==> src/rtl/router_pkg.sv <==
// Shared types and limits for the N-port router control FSM.
package router_pkg;

  localparam int ROUTER_MAX_PORTS = 8;
  localparam int IDX_W            = $clog2(ROUTER_MAX_PORTS);

  typedef enum logic [3:0] {
    ST_DECODE       = 4'd0,
    ST_LFD          = 4'd1,
    ST_LOAD_DATA    = 4'd2,
    ST_LOAD_PARITY  = 4'd3,
    ST_CHECK_PARITY = 4'd4,
    ST_FIFO_FULL    = 4'd5,
    ST_LAF          = 4'd6,
    ST_WAIT_EMPTY   = 4'd7,
    ST_DROP         = 4'd8
  } router_state_e;

endpackage

==> src/rtl/router_wait_timer.sv <==
// WAIT_EMPTY timeout timer: reloads on clear, counts down while enabled,
// flags expiry at terminal count. Only used when ROUTER_FSM_TIMEOUT_EN is defined.
module router_wait_timer #(
  parameter int TIMEOUT_CYC = 64
) (
  input  logic clockf,
  input  logic resetf,
  input  logic clear,
  input  logic enable,
  output logic expired
);

  localparam logic [15:0] LOAD_VAL = 16'(TIMEOUT_CYC - 1);

  logic [15:0] count;

  always_ff @(posedge clockf or posedge resetf) begin
    if (resetf) begin
      count <= '0;
    end else if (clear) begin
      count <= LOAD_VAL;
    end else if (enable && (count != '0)) begin
      count <= count - 16'd1;
    end
  end

  assign expired = enable && (count == '0);

endmodule

==> src/rtl/router_fsm_nport.sv <==
// N-port router control FSM with Moore-decoded register-block/FIFO controls.
// Optional WAIT_EMPTY timeout-to-drop is enabled by defining ROUTER_FSM_TIMEOUT_EN.
//
// state           | meaning
// DECODE          | idle, waiting for a header; latches port_sel
// LFD             | load first (header) byte
// LOAD_DATA       | stream payload into selected FIFO
// LOAD_PARITY     | load trailing parity byte
// CHECK_PARITY    | parity compare in register block
// FIFO_FULL       | selected FIFO full, stalled
// LAF             | load after full, resume where the stall hit
// WAIT_EMPTY      | header seen but selected FIFO not yet empty
// DROP            | invalid destination, discard until pkt_valid falls
module router_fsm_nport
  import router_pkg::*;
#(
  parameter int  NUM_PORTS   = 3,
  parameter int  TIMEOUT_CYC = 64,
  localparam int ADDR_W      = $clog2(NUM_PORTS)
) (
  input  logic                 clockf,
  input  logic                 resetf,
  input  logic                 pkt_valid,
  input  logic [ADDR_W-1:0]    data_in,
  input  logic [NUM_PORTS-1:0] fifo_full,
  input  logic [NUM_PORTS-1:0] fifo_empty,
  input  logic [NUM_PORTS-1:0] soft_reset,
  input  logic                 parity_done,
  input  logic                 low_pkt_valid,
  output logic                 detect_add,
  output logic                 lfd_state,
  output logic                 ld_state,
  output logic                 laf_state,
  output logic                 full_state,
  output logic                 rst_int_reg,
  output logic                 write_enb_reg,
  output logic                 busy,
  output logic                 drop_pkt,
  output logic [ADDR_W-1:0]    port_sel,
  output logic                 timeout
);

  if (NUM_PORTS < 2 || NUM_PORTS > ROUTER_MAX_PORTS ||
      TIMEOUT_CYC < 2 || TIMEOUT_CYC > 65535) begin : g_param_check
    $error("router_fsm_nport: NUM_PORTS or TIMEOUT_CYC out of range");
  end

  router_state_e state, state_nxt;

  logic [ROUTER_MAX_PORTS-1:0] full_ext, empty_ext, soft_ext;
  logic [IDX_W-1:0]            sel_idx, din_idx;
  logic                        din_oob;
  logic                        tmr_expired;

  // Widen per-port flags so an out-of-range index reads 0 instead of X.
  assign full_ext  = ROUTER_MAX_PORTS'(fifo_full);
  assign empty_ext = ROUTER_MAX_PORTS'(fifo_empty);
  assign soft_ext  = ROUTER_MAX_PORTS'(soft_reset);
  assign sel_idx   = IDX_W'(port_sel);
  assign din_idx   = IDX_W'(data_in);
  assign din_oob   = int'(data_in) >= NUM_PORTS;

`ifdef ROUTER_FSM_TIMEOUT_EN
  router_wait_timer #(
    .TIMEOUT_CYC(TIMEOUT_CYC)
  ) u_wait_timer (
    .clockf (clockf),
    .resetf (resetf),
    .clear  (state != ST_WAIT_EMPTY),
    .enable (state == ST_WAIT_EMPTY),
    .expired(tmr_expired)
  );

  // Only an expiry can take WAIT_EMPTY to DROP, so this marks the first DROP cycle.
  always_ff @(posedge clockf or posedge resetf) begin
    if (resetf) begin
      timeout <= 1'b0;
    end else begin
      timeout <= (state == ST_WAIT_EMPTY) && (state_nxt == ST_DROP);
    end
  end
`else
  assign tmr_expired = 1'b0;
  assign timeout     = 1'b0;
`endif

  always_ff @(posedge clockf or posedge resetf) begin
    if (resetf) begin
      state    <= ST_DECODE;
      port_sel <= '0;
    end else begin
      state <= state_nxt;
      if (state == ST_DECODE && pkt_valid) begin
        port_sel <= data_in;
      end
    end
  end

  always_comb begin
    state_nxt = state;
    case (state)
      ST_DECODE: begin
        if (pkt_valid) begin
          if (din_oob)                 state_nxt = ST_DROP;
          else if (empty_ext[din_idx]) state_nxt = ST_LFD;
          else                         state_nxt = ST_WAIT_EMPTY;
        end
      end
      ST_LFD:          state_nxt = ST_LOAD_DATA;
      ST_LOAD_DATA: begin
        if (full_ext[sel_idx]) state_nxt = ST_FIFO_FULL;
        else if (!pkt_valid)   state_nxt = ST_LOAD_PARITY;
      end
      ST_LOAD_PARITY:  state_nxt = ST_CHECK_PARITY;
      ST_CHECK_PARITY: state_nxt = full_ext[sel_idx] ? ST_FIFO_FULL : ST_DECODE;
      ST_FIFO_FULL: begin
        if (!full_ext[sel_idx]) state_nxt = ST_LAF;
      end
      ST_LAF: begin
        if (parity_done)        state_nxt = ST_DECODE;
        else if (low_pkt_valid) state_nxt = ST_LOAD_PARITY;
        else                    state_nxt = ST_LOAD_DATA;
      end
      ST_WAIT_EMPTY: begin
        if (empty_ext[sel_idx]) state_nxt = ST_LFD;
        else if (tmr_expired)   state_nxt = ST_DROP;
      end
      ST_DROP: begin
        if (!pkt_valid) state_nxt = ST_DECODE;
      end
      default:         state_nxt = ST_DECODE;
    endcase

    if (soft_ext[sel_idx] && state != ST_DECODE && state != ST_DROP) begin
      state_nxt = ST_DECODE;
    end
  end

  assign detect_add    = (state == ST_DECODE);
  assign lfd_state     = (state == ST_LFD);
  assign ld_state      = (state == ST_LOAD_DATA);
  assign laf_state     = (state == ST_LAF);
  assign full_state    = (state == ST_FIFO_FULL);
  assign rst_int_reg   = (state == ST_CHECK_PARITY);
  assign drop_pkt      = (state == ST_DROP);
  assign write_enb_reg = (state inside {ST_LOAD_DATA, ST_LOAD_PARITY, ST_LAF});
  assign busy          = !(state inside {ST_DECODE, ST_LOAD_DATA, ST_DROP});

endmodule

==> config.mk <==
export PLATFORM = sky130hd
export DESIGN_NAME = router_fsm_nport
export DESIGN_NICKNAME = d
export VERILOG_FILES = /design/src/rtl/router_pkg.sv /design/src/rtl/router_wait_timer.sv /design/src/rtl/router_fsm_nport.sv
export SDC_FILE = /design/constraint.sdc
export NUM_CORES = 1
export LEC_CHECK = 0
export CAP_MARGIN = 10
export CORE_UTILIZATION = 41
export CTS_CLUSTER_DIAMETER = 200
export DETAILED_ROUTE_END_ITERATION = 6
export PLACE_DENSITY = 0.78
export SLEW_MARGIN = 5
export SYNTH_ARGS = -nofsm -noshare
export SYNTH_HDL_FRONTEND = slang
export SYNTH_HIERARCHICAL = 1
export SYNTH_SLANG_ARGS = --single-unit
export TNS_END_PERCENT = 100
==> constraint.sdc <==
create_clock -name clockf -period 2 [get_ports clockf]
set_input_delay 0.5 -clock clockf [delete_from_list [all_inputs] [get_ports clockf]]
set_output_delay 0.5 -clock clockf [all_outputs]
set_load 0.03 [all_outputs]
* Word level (Yosys, flattened, before mapping) *
Index checks and enable logic that the tools add are counted.

word-level totals
  register bits after elaboration = 6
  output and inout bits = 12
  logic and storage cells = 49

operators by class
  order comparisons = 3
  eq/ne operators = 14
  multiplexer cells = 21
  reduce and logical (&&, ||, !) cells = 9

operators by type and width
  operator              count
  $pmux W4 S9           1
  $mux W4               8
  $eq A4 B3 Y1 const B  4
  $ne A3 B2 Y1 const B  3
  $bmux W1 S2           4
  $eq A4 B2 Y1 const B  2
  $lt A2 B4 Y1 const B  2
  $mux W3               2
  $reduce_bool A3 Y1    2
  $mux W1               5
  $reduce_and A5 Y1     1
  $eq A4 B1 Y1 const B  1
  $eq A4 B4 Y1 const B  1
  $logic_not A4 Y1      1
  $ne A4 B2 Y1 const B  1
  $ne A4 B4 Y1 const B  1
  $reduce_bool A4 Y1    1
  $logic_and A1 B1 Y1   3
  $ne A3 B3 Y1 const B  1
  $ge A2 B2 Y1 const B  1
  $mux W2               1
  $logic_not A1 Y1      1

* Logic depth before layout (Yosys ltp) *
Gate-level depths: netlist of the first run.

  word-level depth = 7
  gate-level depth with buffers = 6
  depth with buffers taken out = 5

* Worst setup path after synthesis of the first run *
OpenSTA, ideal clock, no wires.

  kind = register to register
  from = register state[1]
  to = register port_sel[0]
  arrival time = 2.056 ns
  data required time = 1.875 ns
  setup slack = -0.180 ns
  stages on the path, launching flop included = 6
  path buffers = 1
  clock period less this slack = 2.180 ns
  cell sequence = dfrtp_1 > buf_2 > or2_2 > nor3_1 > nand2_1 > mux2_2

on the way
  longest elaborated chain between the ends = 2

RTL lines
  item                    RTL line                text
  from (decl)             router_fsm_nport.sv:48  router_state_e state, state_nxt;
  from (signal assigned)  router_fsm_nport.sv:92  state <= state_nxt;
  $logic_not A4 Y1        n/a
  named net detect_add    router_fsm_nport.sv:30  output logic detect_add,
  $logic_and A1 B1 Y1     router_fsm_nport.sv:93  if (state == ST_DECODE && pkt_valid) begin
  to (signal assigned)    router_fsm_nport.sv:94  port_sel <= data_in;
  to (decl)               router_fsm_nport.sv:39  output logic [ADDR_W-1:0] port_sel,

The timed path passes the listed nets, and every way through them passes these cells.
A chain may end at the register's enable or synchronous reset.

* Final worst setup path of the first run *
  from = input port data_in[0]
  to = register state[2]

on the way
  longest elaborated chain between the ends = 7
  elaborated cells between the ends (all ways) = 8
  classes of those cells = order compare: 1; mux: 7

RTL lines
  item                           RTL line                 text
  from (decl)                    router_fsm_nport.sv:24   input logic [ADDR_W-1:0] data_in,
  $bmux W1 S2                    router_fsm_nport.sv:105  else if (empty_ext[din_idx]) state_nxt = ST_LFD;
  $mux W1 (implied by the code)  router_fsm_nport.sv:105
  $mux W3                        router_fsm_nport.sv:105
  $mux W4 (*)                    router_fsm_nport.sv:104  if (din_oob) state_nxt = ST_DROP;
  $mux W4 (*)                    router_fsm_nport.sv:103  if (pkt_valid) begin
  $pmux W4 S9 (*)                router_fsm_nport.sv:101  case (state)
  $mux W4 (*)                    router_fsm_nport.sv:134  if (soft_ext[sel_idx] && state != ST_DECODE && state != ST_DROP) begin

Mark *: on every way between the ends. The rest lies on a longest branch, timed or not. The select of a mux whose other input is x is not followed.

==> results.tsv, run 1 <==
metric	value	unit
Hold Buf Count CTS	0	
Ys Warns	6	
largest family of logic cells by synthesized area	compound AO/OA/AOI/OAI gates	
leak pwr	0.464	nW
dominant cell type by area after synthesis	dfrtp_1	
synthesis-stage register bit count	6	
worst vdd ir	799	µV
Worst-path clk slew	50	ps
clk_lat worst skew	240	ps
largest net degree at the start of global routing	11	
Area Overhead vs Synth	51.8	%
crit path DAT	2120	ps
Final Cycle Share	97.6	%
Yosys top cell area share	23.1	%
Die Wd	41.8	µm
Cell Area, Synth	649	µm²
setup TNS	0	ps
ys flop type	dfrtp_1	
wire length per cell	13.2	µm
Num CTS Buffers	3	
die area	0.00175	mm²
DRC	0	
clock sinks	6	
multiplexer share of the synthesized area	17.5	%
Max Freq	512	MHz
crit path max fanout	2	
max-cap viol count	0	
CP top delay family	buffers and inverters	
Final min period	1950	ps
Critical-path top delay cell	clkdlybuf4s50_1	
adder-cell share of the synthesized area	0	%
Post-Syn Instances	75	
Hold Fails Final Rpt	0	
final slew viol count	0	
CTS tree	built	
number of top-level pins	28	
post-CTS setup buffer count	0	
Post-synth top cells	7 x nor2_1, 6 x dfrtp_1, 6 x nand2_1	
final wirelength	1.64	mm
antenna cell count	0	
number of synthesized flops with an enable pin	0	
Fillers	124	
# nets final	127	
compound-gate portion of the synthesized area	25.0	%
share of cells above drive strength 1	33.0	%
# setup viols final	0	
count of cell types in the netlist	35	
required time of the critical path	2170	ps
Synth Area in XOR/XNOR	1.35	%
CP Launch Type	input port	
register area share after synthesis	23.1	%
Row Count	13	
Buf/Inv on CP	1	
dpl hpwl	1.37	mm
I/O Buffers	26	
Clock Tree Root	clkbuf_4	
top-count cell post-synth	nor2_1	
RSZ-0062 raised after global routing	yes	
Post-synth ARST share	100	%
synthesized area per cell	8.66	µm²
vias in the first global route	664	
die height	41.8	µm
antenna violations before repair	0	
remaining antenna violation count	0	
first-pass GRT wire length	2.82	mm
critical path, cell by cell	clkdlybuf4s50_1 > mux2_2 > o22ai_2 > a21oi_1 > or3b_1 > mux2i_1	
top cells by area, synth	dfrtp_1 23%, mux2i_1 7.7%, mux2_2 5.2%	
Syn Nets	91	
Starting DRT DRC Count	23	
final setup margin	48.3	ps
htree depth	1	
clock buffer depth	2	
critical path endpoint category	flop	
starting density of the core	47.0	%
status	completed	
routed vias/inst	5.48	
crit path kind	in2reg	
total track usage	20.5	%
PD cells	1540	mW/mm²
leftover overflow at the end of global routing	0	
placed cell count	121	
Core Region	0.00138	mm²
Tot Pwr	0.00152	W
post-synthesis simple-gate area fraction	24.7	%
clock skew	12.0	ps
Slowest Stage Delay on Critical Path	500	ps
DR vias	680	
Non-Filler Instances	124	
total iterations of the first detailed-routing run	4	
RD Place Congestion	0.870	
pre-CTS WS	-305	ps
Hold/Removal Path Class	in2async	
-- worst register-to-register path, stage by stage (launching register included) --
cell and delay, ps:
dfrtp_1 420, mux2_4 330, a22oi_4 170, mux2_4 330, a311oi_4 320, mux2i_1 220
-- power breakdown --
part | total, W | internal (W) | switching, W | leakage [nW]
Clock | 0.000110 | 0.0000678 | 0.0000418 | 0.0138
Combinational | 0.00115 | 0.000534 | 0.000619 | 0.375
Sequential | 0.000259 | 0.000178 | 0.0000811 | 0.0744
-- layer usage --
layer,global-route usage (%),share of wire [%]
met1,25.9,42
met2,34.7,50
met3,4.78,8.1
met4,5.16,0
met5,0,0
-- final cells by class --
type	count	area, µm²	area share (%)
Clock buffer	3	22.5	2.28
Inverter	5	18.8	1.90
Multi-Input combinational cell	60	472	47.8
Sequential cell	6	151	15.4
Tap cell	15	18.8	1.90
Timing Repair Buffer	35	303	30.7
-- cells by family (layout without fill, tap and decap cells) --
logic type / after synthesis / count (layout)
and+or+nand+nor: 29 / 29
buffers and inverters: 9 / 43
other: 1 / 1
AOI/OAI and AO/OA: 19 / 19
DFF: 6 / 6
xor gates and xnor gates: 1 / 1
muxes: 10 / 10
-- through the flow --
step | utilization (%) | instance area, µm² | hold slack [ps]
2_1_floorplan | - | 654 | 291
3_3_place_gp | 68.5 | 947 | 604
3_5_place_dp | 68.5 | 947 | 625
4_1_cts | 70.5 | 975 | 461
5_1_grt | 71.3 | 986 | 504
6_report | 71.3 | 986 | 460
-- registers in the layout, summed over array words and instances (netlist names) --
register  count
port_sel      2
state         4
-- cell usage in the layout, fill, tap and decap left out, types with 2 or more instances in the layout --
| cell | synthesis | final |
|---|---|---|
| buf_4 | 2 | 18 |
| clkdlybuf4s50_1 | 0 | 15 |
| nor2_1 | 7 | 6 |
| nand2_1 | 6 | 6 |
| mux2i_1 | 5 | 5 |
| a21oi_1 | 5 | 5 |
| inv_1 | 5 | 5 |
| dfrtp_1 | 6 | 5 |
| o21ai_0 | 3 | 3 |
| mux2_2 | 3 | 3 |
| clkbuf_4 | 0 | 3 |
| and2_1 | 2 | 2 |
| nand2b_1 | 2 | 2 |
| mux2_4 | 2 | 2 |
| a211oi_1 | 2 | 2 |
| and3_1 | 2 | 2 |
| a22o_1 | 2 | 2 |
| dlygate4sd2_1 | 0 | 2 |
-- final timing paths --
kind                                               from                       to  slack [ps]  cells after the start
worst max-delay path                         data_in[0]     state[2]$_DFFE_PP0P_          50                      6
worst min-delay path                             resetf  port_sel[0]$_DFFE_PP0P_         460                      2
worst max register to register  port_sel[0]$_DFFE_PP0P_     state[1]$_DFFE_PP0P_         120                      5
worst min register to register     state[0]$_DFFE_PP0P_     state[2]$_DFFE_PP0P_         630                      2
max in group asynchronous                        resetf     state[1]$_DFFE_PP0P_        1320                      2
min in group clockf                state[0]$_DFFE_PP0P_     state[2]$_DFFE_PP0P_         630                      2
-- what timing repair did --
item	in CTS	in global routing
pin swaps	2	1
setup endpoints to repair	4	5
endpoints found under the hold margin	0	0
resized for setup	4	3
(Power assumes the default switching activity.)
==> inputs of run 2 (changes only) <==
- CORE_MARGIN: default -> 4
==> run 2 against run 1 <==
Effect of this change:
- die area up 31%
- register-to-register slack about the same
- largest cell class unchanged
- clock power about the same
- largest power group unchanged
- critical endpoint is now drop_pkt
==> results.tsv, run 2 (synthesis results as in run 1) <==
metric	value	unit	change
total track usage	17.9	%	was 20.5%
Num CTS Buffers	3		unchanged
Crit Reg-Reg Endpoint	state[0]$_DFFE_PP0P_		was state[1]$_DFFE_PP0P_
crit path max fanout	10		was 2
placed cell count	122		was 121
RSZ-0062 raised after global routing	no		was yes
status	completed		unchanged
die height	47.8	µm	was 41.8 µm
clock skew	1.24	ps	was 12.0 ps
leak pwr	0.478	nW	was 0.464 nW
Final min period	1910	ps	was 1950 ps
most flop-heavy register	state		unchanged
share of cells above drive strength 1	33.9	%	was 33.0%
R2R Path Start	port_sel[0]$_DFFE_PP0P_		unchanged
most common cell after layout, fill and taps aside	buf_4		unchanged
Starting DRT DRC Count	29		was 23
number of top-level pins	28		unchanged
hold slack	467	ps	was 460 ps
first-pass GRT wire length	2.81	mm	was 2.82 mm
Final Util	66.8	%	was 71.3%
Tot Pwr	0.00154	W	was 0.00152 W
worst vdd ir	752	µV	was 799 µV
Hold Buf Count CTS	0		unchanged
Worst-path clk slew	40	ps	was 50 ps
leftover overflow at the end of global routing	0		unchanged
max-cap viol count	0		unchanged
Die Wd	47.8	µm	was 41.8 µm
Non-Filler Instances	125		was 124
# nets final	127		unchanged
antenna cell count	0		unchanged
flop2flop setup slack	130	ps	was 120 ps
RD Place Congestion	0.918		was 0.870
routed vias/inst	5.58		was 5.48
largest net degree at the start of global routing	11		unchanged
Row Count	14		was 13
CP Launch Type	flop		was input port
required time of the critical path	1500	ps	was 2170 ps
clk_lat worst skew	250	ps	was 240 ps
most frequent cells in the layout	18 x buf_4, 14 x clkdlybuf4s50_1, 6 x nor2_1, 6 x nand2_1		was 18 x buf_4, 15 x clkdlybuf4s50_1, 6 x nor2_1, 6 x nand2_1
Core Region	0.00151	mm²	was 0.00138 mm²
dpl hpwl	1.43	mm	was 1.37 mm
Hold/Removal Path Class	in2async		unchanged
Clock Tree Root	clkbuf_4		unchanged
top flop regs	state x4, port_sel x2		unchanged
Final Cycle Share	95.4	%	was 97.6%
clock buffer depth	2		unchanged
htree depth	1		unchanged
crit path DAT	1410	ps	was 2120 ps
I/O Buffers	26		unchanged
crit path kind	reg2out		was in2reg
starting density of the core	43.1	%	was 47.0%
Largest register FFs	4		unchanged
total iterations of the first detailed-routing run	4		unchanged
post-route cell area	0.00101	mm²	was 986 µm²
PD cells	1530	mW/mm²	was 1540 mW/mm²
CTS tree	built		unchanged
Placed Area	948	µm²	was 947 µm²
final wirelength	1.72	mm	was 1.64 mm
critical path endpoint category	output pin		was flop
remaining antenna violation count	0		unchanged
# setup viols final	0		unchanged
wire length per cell	13.8	µm	was 13.2 µm
final slew viol count	0		unchanged
Max Freq	524	MHz	was 512 MHz
DRC	0		unchanged
Area Overhead vs Synth	54.9	%	was 51.8%
antenna violations before repair	0		unchanged
DR vias	697		was 680
die area	0.00228	mm²	was 0.00175 mm²
Reg2Reg Depth	5		unchanged
clock sinks	6		unchanged
Hold Fails Final Rpt	0		unchanged
vias in the first global route	646		was 664
## run 2: cell types whose count changed in the layout (fill, tap and decap cells not counted), sizes merged
cell / previous run / this run
clkdlybuf4s50: 15 / 14
dlymetal6s2s: 0 / 1
## run 2: repair_timing
item / 4_1_cts / 5_1_grt
setup buffers: 0 / 0
gates resized for setup: 5 / 6
hold endpoints to repair: 0 / 0
endpoints found under the setup margin: 5 / 7
pin swaps: 2 / 1
## run 2: through the flow
step / TNS [ps] / setup slack [ps]
finish: 0 / 91.9
global route: 0 / 15.6
CTS: 0 / 11.1
detailed placement: -1090 / -279
global placement: -1010 / -262
floorplan: 0 / 11.0
## run 2: power by group
part | switching, W | leakage (nW) | internal, W | total [W]
registers | 0.0000883 | 0.0744 | 0.000178 | 0.000266
logic | 0.000609 | 0.390 | 0.000550 | 0.00116
clock network | 0.0000434 | 0.0138 | 0.0000678 | 0.000111
total | 0.000741 | 0.478 | 0.000796 | 0.00154
## run 2: critical path: stages, from the launching register on
cell and delay [ps]:
dfrtp_2 470, or3_4 400, nor2_2 120, buf_4 170
## run 2: routing by layer
metal	vias up	GRT usage, %	part of all wire (%)
li1	337	-	-
met1	320	22.1	39
met2	38	28.8	50
met3	2	4.51	11
met4	0	8.60	0.58
met5	-	0	0
## run 2: cell type report
type | count | area, µm²
Tap cell | 16 | 20.0
Inverter | 5 | 18.8
Timing Repair Buffer | 35 | 305
Fill cell | 143 | 500
Sequential cell | 6 | 151
Multi-Input combinational cell | 60 | 488
Clock buffer | 3 | 22.5
## run 2: worst max-delay path by stage
stage          slack [ps]  cells past startpoint              endpoint               startpoint
2_1_floorplan          10                      3             lfd_state     state[1]$_DFFE_PP0P_
3_3_place_gp         -260                      6  state[0]$_DFFE_PP0P_             fifo_full[0]
3_5_place_dp         -280                      6  state[1]$_DFFE_PP0P_             fifo_full[0]
4_1_cts                10                      2           port_sel[0]  port_sel[0]$_DFFE_PP0P_
5_1_grt                20                      5  state[1]$_DFFE_PP0P_  port_sel[0]$_DFFE_PP0P_
6_report               90                      3              drop_pkt     state[1]$_DFFE_PP0P_
